### config.mk
export PLATFORM = sky130hd
export DESIGN_NAME = free_list_flat
export DESIGN_NICKNAME = d
export VERILOG_FILES = /design/src/rtl/free_list_pkg.sv /design/src/rtl/free_list_if.sv /design/src/rtl/free_list.sv /design/src/flat_wrapper.sv
export SDC_FILE = /design/constraint.sdc
export NUM_CORES = 1
export LEC_CHECK = 0
export ABC_AREA = 1
export BUFFER_PORTS_ARGS = -buffer_cell sky130_fd_sc_hd__buf_2
export CAP_MARGIN = 20
export CORE_MARGIN = 1.5
export CORE_UTILIZATION = 45
export DETAILED_ROUTE_END_ITERATION = 8
export PLACE_DENSITY = 0.62
export SLEW_MARGIN = 15
export SYNTH_ARGS = -nofsm -noshare
export SYNTH_HDL_FRONTEND = slang
export SYNTH_SLANG_ARGS = --single-unit
### constraint.sdc
create_clock -name clk -period 7.74 [get_ports clk]
set_clock_uncertainty 0.2 [all_clocks]
set_input_delay 0.774 -clock clk [delete_from_list [all_inputs] [get_ports clk]]
set_output_delay 0.774 -clock clk [all_outputs]
set_load 0.01 [all_outputs]
### src/rtl/free_list_pkg.sv
// Processor-wide constants shared by the map table, ROB and free list.
package free_list_pkg;

  localparam int PR_NUM   = 64;
  localparam int AR_NUM   = 32;
  localparam int TAG_W    = 7;
  localparam int FL_DEPTH = PR_NUM - AR_NUM;
  localparam int PTR_W    = $clog2(FL_DEPTH);

  typedef logic [TAG_W-1:0] tag_t;

  function automatic logic [1:0] min2(input logic [1:0] a, input logic [1:0] b);
    return (a < b) ? a : b;
  endfunction

endpackage

### src/rtl/free_list_if.sv
// Dispatch/retire/offer bundle between the rename stage, ROB and the free list.
interface free_list_if;
  import free_list_pkg::*;

  logic [1:0] id_dispatch_num;
  logic       recover;
  logic [1:0] rob_retire_num;
  tag_t       rob_retire_told0;
  tag_t       rob_retire_told1;
  tag_t       fl_pr0;
  tag_t       fl_pr1;
  logic [1:0] fl_avail_num;
  logic [6:0] fl_count;
  logic       fl_err;

  modport master (
    output id_dispatch_num, recover, rob_retire_num, rob_retire_told0, rob_retire_told1,
    input  fl_pr0, fl_pr1, fl_avail_num, fl_count, fl_err
  );

  modport slave (
    input  id_dispatch_num, recover, rob_retire_num, rob_retire_told0, rob_retire_told1,
    output fl_pr0, fl_pr1, fl_avail_num, fl_count, fl_err
  );
endinterface

### src/rtl/free_list.sv
// Circular free list of physical register tags: allocates up to two per cycle,
// frees up to two per cycle, and rewinds head to retire_head on recovery.
module free_list #(
  parameter int PR_NUM   = free_list_pkg::PR_NUM,
  parameter int FL_DEPTH = PR_NUM - free_list_pkg::AR_NUM
) (
  input logic       clk,
  input logic       rst_n,
  free_list_if.slave fl
);
  import free_list_pkg::*;

  localparam int PW = $clog2(FL_DEPTH);

  typedef struct packed {
    logic          wrap;
    logic [PW-1:0] idx;
  } ptr_t;

  function automatic ptr_t ptr_add(input ptr_t p, input logic [1:0] n);
    ptr_t        r;
    logic [PW:0] s;
    s = {1'b0, p.idx} + (PW+1)'(n);
    if (s >= (PW+1)'(FL_DEPTH)) begin
      r.idx  = PW'(s - (PW+1)'(FL_DEPTH));
      r.wrap = ~p.wrap;
    end else begin
      r.idx  = s[PW-1:0];
      r.wrap = p.wrap;
    end
    return r;
  endfunction

  // Entries between head and tail; differing wrap bits mean tail has lapped head.
  function automatic logic [PW:0] ptr_diff(input ptr_t t, input ptr_t h);
    if (t.wrap == h.wrap) begin
      return {1'b0, t.idx} - {1'b0, h.idx};
    end else begin
      return (PW+1)'(FL_DEPTH) - {1'b0, h.idx} + {1'b0, t.idx};
    end
  endfunction

  tag_t        buf_q [FL_DEPTH];
  tag_t        buf_d [FL_DEPTH];
  ptr_t        head_q, head_d;
  ptr_t        tail_q, tail_d;
  ptr_t        rhead_q, rhead_d;
  logic        err_q, err_d;

  logic [PW:0]   count_s;
  logic [1:0]    avail_s;
  logic [1:0]    rnum_s;
  logic [1:0]    grant_s;
  logic [PW+1:0] space_s;
  logic [1:0]    accept_s;
  ptr_t          head_p1_s;
  ptr_t          tail_p1_s;

  assign count_s   = ptr_diff(tail_q, head_q);
  assign avail_s   = (count_s >= (PW+1)'(2)) ? 2'd2 : count_s[1:0];
  assign head_p1_s = ptr_add(head_q, 2'd1);
  assign tail_p1_s = ptr_add(tail_q, 2'd1);

  assign fl.fl_pr0       = buf_q[head_q.idx];
  assign fl.fl_pr1       = buf_q[head_p1_s.idx];
  assign fl.fl_avail_num = avail_s;
  assign fl.fl_count     = 7'(count_s);
  assign fl.fl_err       = err_q;

  // Grant/accept counts, pointer updates and the sticky error.
  always_comb begin
    rnum_s  = min2(fl.rob_retire_num, 2'd2);
    grant_s = 2'd0;
    if (!fl.recover) begin
      grant_s = min2(fl.id_dispatch_num, avail_s);
    end else begin
      grant_s = 2'd0;
    end
    // Slots leaving at head this cycle may be refilled at tail in the same cycle.
    space_s = (PW+2)'(FL_DEPTH) - (PW+2)'(count_s) + (PW+2)'(grant_s);
    if (space_s >= (PW+2)'(rnum_s)) begin
      accept_s = rnum_s;
    end else begin
      accept_s = space_s[1:0];
    end
    tail_d  = ptr_add(tail_q, accept_s);
    rhead_d = ptr_add(rhead_q, rnum_s);
    if (fl.recover) begin
      head_d = rhead_d;
    end else begin
      head_d = ptr_add(head_q, grant_s);
    end
    err_d = err_q
          | (~fl.recover & (fl.id_dispatch_num > avail_s))
          | (space_s < (PW+2)'(rnum_s))
          | (fl.rob_retire_num == 2'd3);
  end

  // Told-tag writes at tail and tail+1.
  always_comb begin
    for (int i = 0; i < FL_DEPTH; i++) begin
      if ((accept_s != 2'd0) && (tail_q.idx == PW'(i))) begin
        buf_d[i] = fl.rob_retire_told0;
      end else if ((accept_s == 2'd2) && (tail_p1_s.idx == PW'(i))) begin
        buf_d[i] = fl.rob_retire_told1;
      end else begin
        buf_d[i] = buf_q[i];
      end
    end
  end

  // State registers; reset leaves the list full with tags above the architectural set.
  always_ff @(posedge clk or negedge rst_n) begin
    if (!rst_n) begin
      for (int i = 0; i < FL_DEPTH; i++) begin
        buf_q[i] <= TAG_W'(PR_NUM - FL_DEPTH + i);
      end
      head_q  <= '{wrap: 1'b0, idx: '0};
      rhead_q <= '{wrap: 1'b0, idx: '0};
      tail_q  <= '{wrap: 1'b1, idx: '0};
      err_q   <= 1'b0;
    end else begin
      for (int i = 0; i < FL_DEPTH; i++) begin
        buf_q[i] <= buf_d[i];
      end
      head_q  <= head_d;
      rhead_q <= rhead_d;
      tail_q  <= tail_d;
      err_q   <= err_d;
    end
  end

endmodule

### src/flat_wrapper.sv
// flat-port wrapper written by rule: the top's interface ports become plain ports
module free_list_flat import free_list_pkg::*;
#(
  parameter int PR_NUM   = free_list_pkg::PR_NUM,
  parameter int FL_DEPTH = PR_NUM - free_list_pkg::AR_NUM
)
  (clk, rst_n, fl_id_dispatch_num, fl_recover, fl_rob_retire_num, fl_rob_retire_told0, fl_rob_retire_told1, fl_fl_pr0, fl_fl_pr1, fl_fl_avail_num, fl_fl_count, fl_fl_err);
  free_list_if fl_i ();
  input logic clk;
  input logic rst_n;
  input wire logic [$bits(fl_i.id_dispatch_num)-1:0] fl_id_dispatch_num;
  input wire logic [$bits(fl_i.recover)-1:0] fl_recover;
  input wire logic [$bits(fl_i.rob_retire_num)-1:0] fl_rob_retire_num;
  input wire logic [$bits(fl_i.rob_retire_told0)-1:0] fl_rob_retire_told0;
  input wire logic [$bits(fl_i.rob_retire_told1)-1:0] fl_rob_retire_told1;
  output wire logic [$bits(fl_i.fl_pr0)-1:0] fl_fl_pr0;
  output wire logic [$bits(fl_i.fl_pr1)-1:0] fl_fl_pr1;
  output wire logic [$bits(fl_i.fl_avail_num)-1:0] fl_fl_avail_num;
  output wire logic [$bits(fl_i.fl_count)-1:0] fl_fl_count;
  output wire logic [$bits(fl_i.fl_err)-1:0] fl_fl_err;
  assign fl_i.id_dispatch_num = fl_id_dispatch_num;
  assign fl_i.recover = fl_recover;
  assign fl_i.rob_retire_num = fl_rob_retire_num;
  assign fl_i.rob_retire_told0 = fl_rob_retire_told0;
  assign fl_i.rob_retire_told1 = fl_rob_retire_told1;
  assign fl_fl_pr0 = fl_i.fl_pr0;
  assign fl_fl_pr1 = fl_i.fl_pr1;
  assign fl_fl_avail_num = fl_i.fl_avail_num;
  assign fl_fl_count = fl_i.fl_count;
  assign fl_fl_err = fl_i.fl_err;
  free_list #(.PR_NUM(PR_NUM), .FL_DEPTH(FL_DEPTH)) u_core (.clk(clk), .rst_n(rst_n), .fl(fl_i));
endmodule
==> implementation parameters, run 1 <==
Parameter                              Value

Timing
  Setup total negative slack ... 0 ps
  Ratio of final minimum period to clock period ... between 80% and 90%
  Slew of the pin with the lowest slew margin ... around 1300 ps
  Slew Limit Fails ... 0
  Number of failing setup endpoints in the final timing report ... 0
  Relative slew slack ... 15.9%
  Final hold violations ... 0
  Unrepaired setup endpoints after global routing ... false
  Final critical delay including setup and external delays ... 6680 ps
  Fmax achieved ... around 150 MHz

Drt
  WL final ... roughly 73000 µm
  Number of DRC violations after detailed-routing iteration 0 ... 2476
  Number of remaining DRC errors ... 0
  Pre-antenna DRT Iters ... 6
  Antenna violation net count after detailed routing ... 0
  Vias after detailed routing ... approximately 19k
  Post-detailed-route via-to-cell ratio ... about 6.6
  WL per Instance ... between 20 and 25 µm

GRT
  Total congestion overflow after global routing ... 0
  Overall routing resource usage ... 36.6%
  Global-route wire length before repair ... roughly 110000 µm
  Largest net degree at the start of global routing ... roughly 160
  Met3 track demand over resource in global routing ... under 10%
  Number of antenna violations at the first check in global routing ... 0
  Highest-utilization routing layer at the global route stage ... met2
  Met2 demand-to-capacity share in global routing ... between 50% and 60%
  Met1 usage in global routing ... 50.9%
  Via count of the first global-routing pass ... 17.4k

Worst setup path
  Crit path to ... u_core.buf_q[100]
  Arrival time reported for the critical path endpoint ... a little under 7000 ps
  Worst setup slack for register-to-register paths ... between 1000 and 1500 ps
  Type of destination of the critical path ... flip-flop
  Source of the critical timing path ... u_core.head_q[1]
  Largest stage delay on the critical path ... 560 ps
  Worst R2R Path Depth ... 32
  Worst path slowest cell ... sky130_fd_sc_hd__fa_1
  R2R Path End ... u_core.buf_q[100]
  Critical Setup Path Class ... reg2reg
  Worst r2r src ... u_core.head_q[1]
  Type of origin of the critical path ... flip-flop
  Max FO, Critical Path ... 80
  WP data required ... about 8000 ps

Yosys
  Top cell type by total area after synthesis ... sky130_fd_sc_hd__nand3_1
  Number of synthesized register bits ... 243
  Number of synthesized flops with an enable pin ... 0
  Share of the synthesized area in the top cell type ... between 20 and 30%
  Cell types with the highest counts after synthesis ... 933 x sky130_fd_sc_hd__nand3_1, 231 x sky130_fd_sc_hd__o21ai_0, 218 x sky130_fd_sc_hd__nand2_1
  Synth Cell Area ... about 0.017 mm²
  Net count after synthesis ... ~2.5k
  Share of flip-flops with an asynchronous set or reset ... 100%
  Most common cell in the synthesized netlist ... sky130_fd_sc_hd__nand3_1
  Gate count of the mapped netlist ... approximately 2.5k
  Main area contributors after synthesis ... sky130_fd_sc_hd__nand3_1 27%, sky130_fd_sc_hd__dfrtp_1 19%, sky130_fd_sc_hd__dfstp_2 17%, sky130_fd_sc_hd__o21ai_0 6.7%, sky130_fd_sc_hd__nand2_1 4.7%
  Synth Warn # ... 0
  Ys flop type ... sky130_fd_sc_hd__dfrtp_1
  Unique masters post-synth ... 36
  Mean Syn Cell Area ... 6.94 µm²
  Post-synthesis sequential area ratio ... between 30% and 40%

Clocking
  CTS tree ... done
  Cts repair resizes ... 0
  Hold buffer count at CTS ... 1
  Buffer cell driving the clock tree root ... sky130_fd_sc_hd__clkbuf_16
  H-Tree Level Count ... 1
  Clk pin slew, worst setup/hold paths ... 60 ps
  Count of buffers added by post-CTS timing repair for setup ... 0
  Inserted Clock Buffers ... 31
  Maximum clock insertion buffer count ... 3
  Skew-Pair Late Insertion Delay ... around 580 ps
  Number of sinks driven by the clock tree ... approximately 240

Outcome
  Status ... finished clean

Place
  Gpl congestion ... 0.957
  HPWL after detailed placement ... about 45000 µm
  Area after DPL ... about 0.018 mm²
  Total of buffers placed on input and output ports ... 43

Power
  Leakage dissipation ... 8.05 nW
  Worst supply voltage drop on vdd ... ~0.4 mV
  Cell Pwr Density ... around 530 mW/mm²

Floorplanning
  Effective utilization at floorplan ... between 40% and 50%
  Core outline area ... between 0.03 and 0.04 mm²
  Die span in y ... 199 µm
  Die area ... around 0.04 mm²
  Number of placed I/O pins ... 45
  Width of the die ... 199 µm
  Row Count ... 71

Cells and area
  Final std cell area, no fill ... between 0.015 and 0.02 mm²
  Area overhead of the layout relative to synthesis ... 8.42%
  Proportion of layout cells with a drive suffix above 1 ... between 10% and 20%
  Final antenna diode count ... 0
  Number of nets in the final layout ... approximately 2.5k

Flow run
  Max cap viols ... 0

Min path
  Class of the tightest hold or removal check ... reg2reg
==> flip-flops by register name, indices dropped and copies added (netlist names) <==
register          cells
u_core.buf_q        224
u_core.rhead_q        6
u_core.fl.fl_err      1
u_core.tail_q         6
u_core.head_q         6
==> area by class of cell <==
class | instances | area, µm²
fillers | 3831 | 19000
well taps | 511 | 639
repair buffers | 80 | 556
clock inverters | 13 | 143
multi-input cells | 1889 | 9680
clock buffers | 44 | 915
inverters | 176 | 668
flip-flops and latches | 243 | 6230
==> worst max-delay path, delay by kind of cell (launching register included) <==
family	cells	cell delay [ps]
AND/OR/NAND/NOR	19	3010
adder cells (fa/ha/maj)	5	1570
buffers and inverters	6	1070
flip-flops	1	400
AO/OA/AOI/OAI	2	200
==> power breakdown <==
| group | total, W | internal [W] | switching [W] |
|---|---|---|---|
| sequential | 0.00248 | 0.00200 | 0.000474 |
| clock | 0.00153 | 0.000915 | 0.000618 |
| combinational | 0.00595 | 0.00174 | 0.00421 |
| total | 0.00996 | 0.00466 | 0.00530 |
==> cell usage in the layout (no fill, tap or decap), types with 20 or more instances in the layout <==
master	instances
sky130_fd_sc_hd__nand3_1	933
sky130_fd_sc_hd__o21ai_0	231
sky130_fd_sc_hd__nand2_1	218
sky130_fd_sc_hd__nor2_1	170
sky130_fd_sc_hd__inv_1	169
sky130_fd_sc_hd__a21oi_1	143
sky130_fd_sc_hd__dfrtp_1	128
sky130_fd_sc_hd__dfstp_2	113
sky130_fd_sc_hd__o211ai_1	81
sky130_fd_sc_hd__buf_2	42
sky130_fd_sc_hd__buf_4	32
sky130_fd_sc_hd__clkbuf_16	31
sky130_fd_sc_hd__ha_1	20
==> through the flow <==
stage	util (%)	power, W	hold slack [ps]	worst slack (ps)	std cells
floorplan	-	0.00626	244	1500	2502
global placement	46.9	0.00815	262	1430	2898
detailed placement	46.9	0.00822	267	1230	2898
CTS	49.7	0.00977	255	1210	2956
global route	49.7	0.0106	289	629	2956
finish	49.7	0.00996	276	1060	2956
==> cell families (layout without fill, tap and decap cells) <==
kind of cell               after synthesis  in the layout  share of synthesized area (%)
AOI/OAI and AO/OA                      485            485                           15.4
DFF                                    243            243                           35.8
other                                    1              1                         0.0216
and+or+nand+nor                       1362           1362                           37.3
buffers and inverters                  370            313                           8.58
adders and majority gates               26             26                           2.09
xor gates and xnor gates                15             15                          0.757
==> metal layers <==
metal  part of all wire (%)  wire length, µm
met2                     44            31800
met1                     41            29700
met4                    5.8             4180
met5                      0                0
met3                    9.5             6900
==> how the worst min path moves through the flow <==
stage,start,end,slack (ps),depth (start not counted)
floorplan,u_core.rhead_q[5],u_core.rhead_q[5],240,1
global placement,u_core.buf_q[53],u_core.buf_q[53],260,2
detailed placement,u_core.buf_q[53],u_core.buf_q[53],270,2
CTS,fl_rob_retire_num[0],u_core.fl.fl_err,250,3
global route,u_core.buf_q[53],u_core.buf_q[53],290,2
finish,u_core.buf_q[53],u_core.buf_q[53],280,2
(Power assumes the default switching activity.)
==> run 2: changes to the inputs <==
Settings changed: PLACE_DENSITY 0.62 to 0.58.
==> run 2 against run 1 <==
  * Final area rose by 0.29%
  * Worst setup slack better by 36 ps
  * Sequential share of layout area shrank 0.097 points
  * Count of clock-buffer cells in the layout rose by 6
  * Hold slack worse by 2.9 ps
  * Combinational power about the same
  * Final cell count up 0.37%
  * Utilization grew 0.15 points
  * Via count rose by 0.68%
  * First-iteration DRC count rose by 15%
  * Critical endpoint is now u_core.buf_q[149]
  * Highest routed layer is now met5
==> implementation parameters, run 2 (synthesized netlist as in run 1, its figures left out) <==
Parameter                              Value

Floorplanning
  Number of placed I/O pins ... 45 (unchanged)
  Die area ... 0.0398 mm² (unchanged)
  Die span in y ... 199 µm (unchanged)
  Row Count ... 71 (unchanged)
  Width of the die ... 199 µm (unchanged)
  Effective utilization at floorplan ... 45.9% (unchanged)
  Core outline area ... 0.0378 mm² (unchanged)

Timing
  Relative slew slack ... 15.2% (-0.69 points)
  Slew of the pin with the lowest slew margin ... 1270 ps (+10.3 ps)
  Unrepaired setup endpoints after global routing ... false
  Setup total negative slack ... 0 ps (unchanged)
  Fmax achieved ... 150 MHz (+0.54%)
  Number of failing setup endpoints in the final timing report ... 0 (unchanged)
  Final hold violations ... 0 (unchanged)
  Slew Limit Fails ... 0 (unchanged)
  Ratio of final minimum period to clock period ... 85.9% (-0.46 points)
  Final critical delay including setup and external delays ... 6650 ps (-35.7 ps)

Cells and area
  Register containing the most flip-flops in the final layout ... u_core.buf_q
  Final std cell area, no fill ... 0.0189 mm² (+0.29%)
  Area overhead of the layout relative to synthesis ... 8.73%
  Proportion of layout cells with a drive suffix above 1 ... 11.9% (+0.23 points)
  Largest register FFs ... 224 (unchanged)
  Core occupancy in the finished layout ... 49.9% (+0.15 points)
  Number of nets in the final layout ... 2479 (+0.45%)
  Most common cell after layout, fill and taps aside ... sky130_fd_sc_hd__nand3_1
  Leading cell types in the layout, fill and taps excluded ... 933 x sky130_fd_sc_hd__nand3_1, 231 x sky130_fd_sc_hd__o21ai_0, 218 x sky130_fd_sc_hd__nand2_1
  Number of fill cells in the layout ... 3870 (+1.0%)
  Final antenna diode count ... 0 (unchanged)

Clocking
  Hold buffer count at CTS ... 1 (unchanged)
  Inserted Clock Buffers ... 31 (unchanged)
  Clk pin slew, worst setup/hold paths ... 60 ps (about the same)
  Maximum clock insertion buffer count ... 3 (unchanged)
  Skew-Pair Late Insertion Delay ... 580 ps (about the same)
  Count of buffers added by post-CTS timing repair for setup ... 0 (unchanged)
  CTS tree ... done
  Number of sinks driven by the clock tree ... 243 (unchanged)
  H-Tree Level Count ... 1 (unchanged)
  Cts repair resizes ... 0 (unchanged)
  Buffer cell driving the clock tree root ... sky130_fd_sc_hd__clkbuf_16

Drt
  WL final ... 73900 µm (+1.8%)
  Number of remaining DRC errors ... 0 (unchanged)
  Vias after detailed routing ... 19.5k (+0.68%)
  Number of DRC violations after detailed-routing iteration 0 ... 2858 (+15%)
  WL per Instance ... 24.9 µm (+1.5%)
  Post-detailed-route via-to-cell ratio ... 6.57 (+0.31%)
  Pre-antenna DRT Iters ... 8 (+2)
  Antenna violation net count after detailed routing ... 0 (unchanged)

Worst setup path
  Crit path buffers/inverters ... 7 (+1)
  Largest stage delay on the critical path ... 570 ps (about the same)
  Critical Setup Path Class ... reg2reg
  WP data required ... 8060 ps (+60 ps)
  Type of origin of the critical path ... flip-flop
  Kind of cell with the highest combined delay on the critical path ... simple AND/OR/NAND/NOR gates
  Max FO, Critical Path ... 19 (-76%)
  Arrival time reported for the critical path endpoint ... 6970 ps (+30 ps)
  Worst path slowest cell ... sky130_fd_sc_hd__fa_1
  Type of destination of the critical path ... flip-flop

Power
  Leakage dissipation ... 8.08 nW (+0.46%)
  Worst supply voltage drop on vdd ... 0.307 mV (-23%)
  Cell Pwr Density ... 528 mW/mm² (-0.13%)

GRT
  Met2 demand-to-capacity share in global routing ... 54.9% (+0.41 points)
  Met1 usage in global routing ... 50.8% (-0.088 points)
  Overall routing resource usage ... 37.0% (+0.47 points)
  Largest net degree at the start of global routing ... 97 (-39%)
  Number of antenna violations at the first check in global routing ... 1 (+1)
  Via count of the first global-routing pass ... 17.9k (+2.6%)
  Total congestion overflow after global routing ... 0 (unchanged)
  Global-route wire length before repair ... 111000 µm (+1.2%)
  Met3 track demand over resource in global routing ... 7.19% (+2.2 points)
  Highest-utilization routing layer at the global route stage ... met2

Min path
  Class of the tightest hold or removal check ... in2reg

Place
  Area after DPL ... 0.0178 mm² (+0.39%)
  Gpl congestion ... 0.921 (-3.8%)
  HPWL after detailed placement ... 46600 µm (+3.3%)
  Total of buffers placed on input and output ports ... 43 (unchanged)

Flow run
  Max cap viols ... 0 (unchanged)

Outcome
  Status ... finished clean
-- run 2: cell count changes in the layout (fill, tap and decap cells not counted) --
| cell | delta |
|---|---|
| sky130_fd_sc_hd__buf_12 | -1 |
| sky130_fd_sc_hd__buf_4 | +12 |
| sky130_fd_sc_hd__bufinv_16 | -1 |
| sky130_fd_sc_hd__clkbuf_1 | +4 |
| sky130_fd_sc_hd__clkbuf_8 | +2 |
| sky130_fd_sc_hd__clkinv_2 | -4 |
| sky130_fd_sc_hd__clkinvlp_4 | -1 |
-- run 2: final timing paths --
path | from | endpoint | slack, ps | cells after the start
setup / recovery | u_core.head_q[1] | u_core.buf_q[149] | 1090 | 31
hold / removal | fl_rob_retire_num[0] | u_core.fl.fl_err | 270 | 3
setup reg to reg | u_core.head_q[1] | u_core.buf_q[149] | 1090 | 31
hold reg to reg | u_core.rhead_q[5] | u_core.rhead_q[5] | 270 | 1
max in group asynchronous | rst_n | u_core.buf_q[149] | 4900 | 4
min in group asynchronous | rst_n | u_core.rhead_q[1] | 550 | 2
-- run 2: cell type report --
cell class | count | area [µm²] | share of cell area [%]
clock inverters | 7 | 85.1 | 0.451
multi-input cells | 1889 | 9680 | 51.3
inverters | 176 | 668 | 3.54
well taps | 511 | 639 | 3.39
repair buffers | 91 | 626 | 3.31
flip-flops and latches | 243 | 6230 | 33.0
clock buffers | 50 | 957 | 5.07
-- run 2: tightest hold or removal path, delay by kind of cell --
kind	cells	cell delay [ps]
buffers and inverters	1	100
AOI/OAI and AO/OA	1	70
and+or+nand+nor	1	70
-- run 2: stage by stage --
stage | power [W] | hold slack, ps | instances | setup WS [ps]
2_1_floorplan | 0.00626 | 244 | 2502 | 1500
3_3_place_gp | 0.00819 | 262 | 2909 | 1440
3_5_place_dp | 0.00827 | 267 | 2909 | 1200
4_1_cts | 0.00980 | 261 | 2967 | 1200
5_1_grt | 0.0106 | 282 | 2967 | 581
6_report | 0.00997 | 273 | 2967 | 1090
-- run 2: per-layer routing --
layer,vias to the layer above,share of wire [%]
met1,9388,41
met3,283,10
li1,8660,-
met2,1166,42
met4,2,6.3
met5,-,0.022
-- run 2: power by group --
| part | total, W | switching, W | internal [W] | leakage, nW |
|---|---|---|---|---|
| sequential | 0.00249 | 0.000487 | 0.00200 | 2.82 |
| combinational | 0.00597 | 0.00422 | 0.00176 | 4.75 |
| clock | 0.00151 | 0.000607 | 0.000902 | 0.518 |
| total | 0.00997 | 0.00531 | 0.00466 | 8.08 |
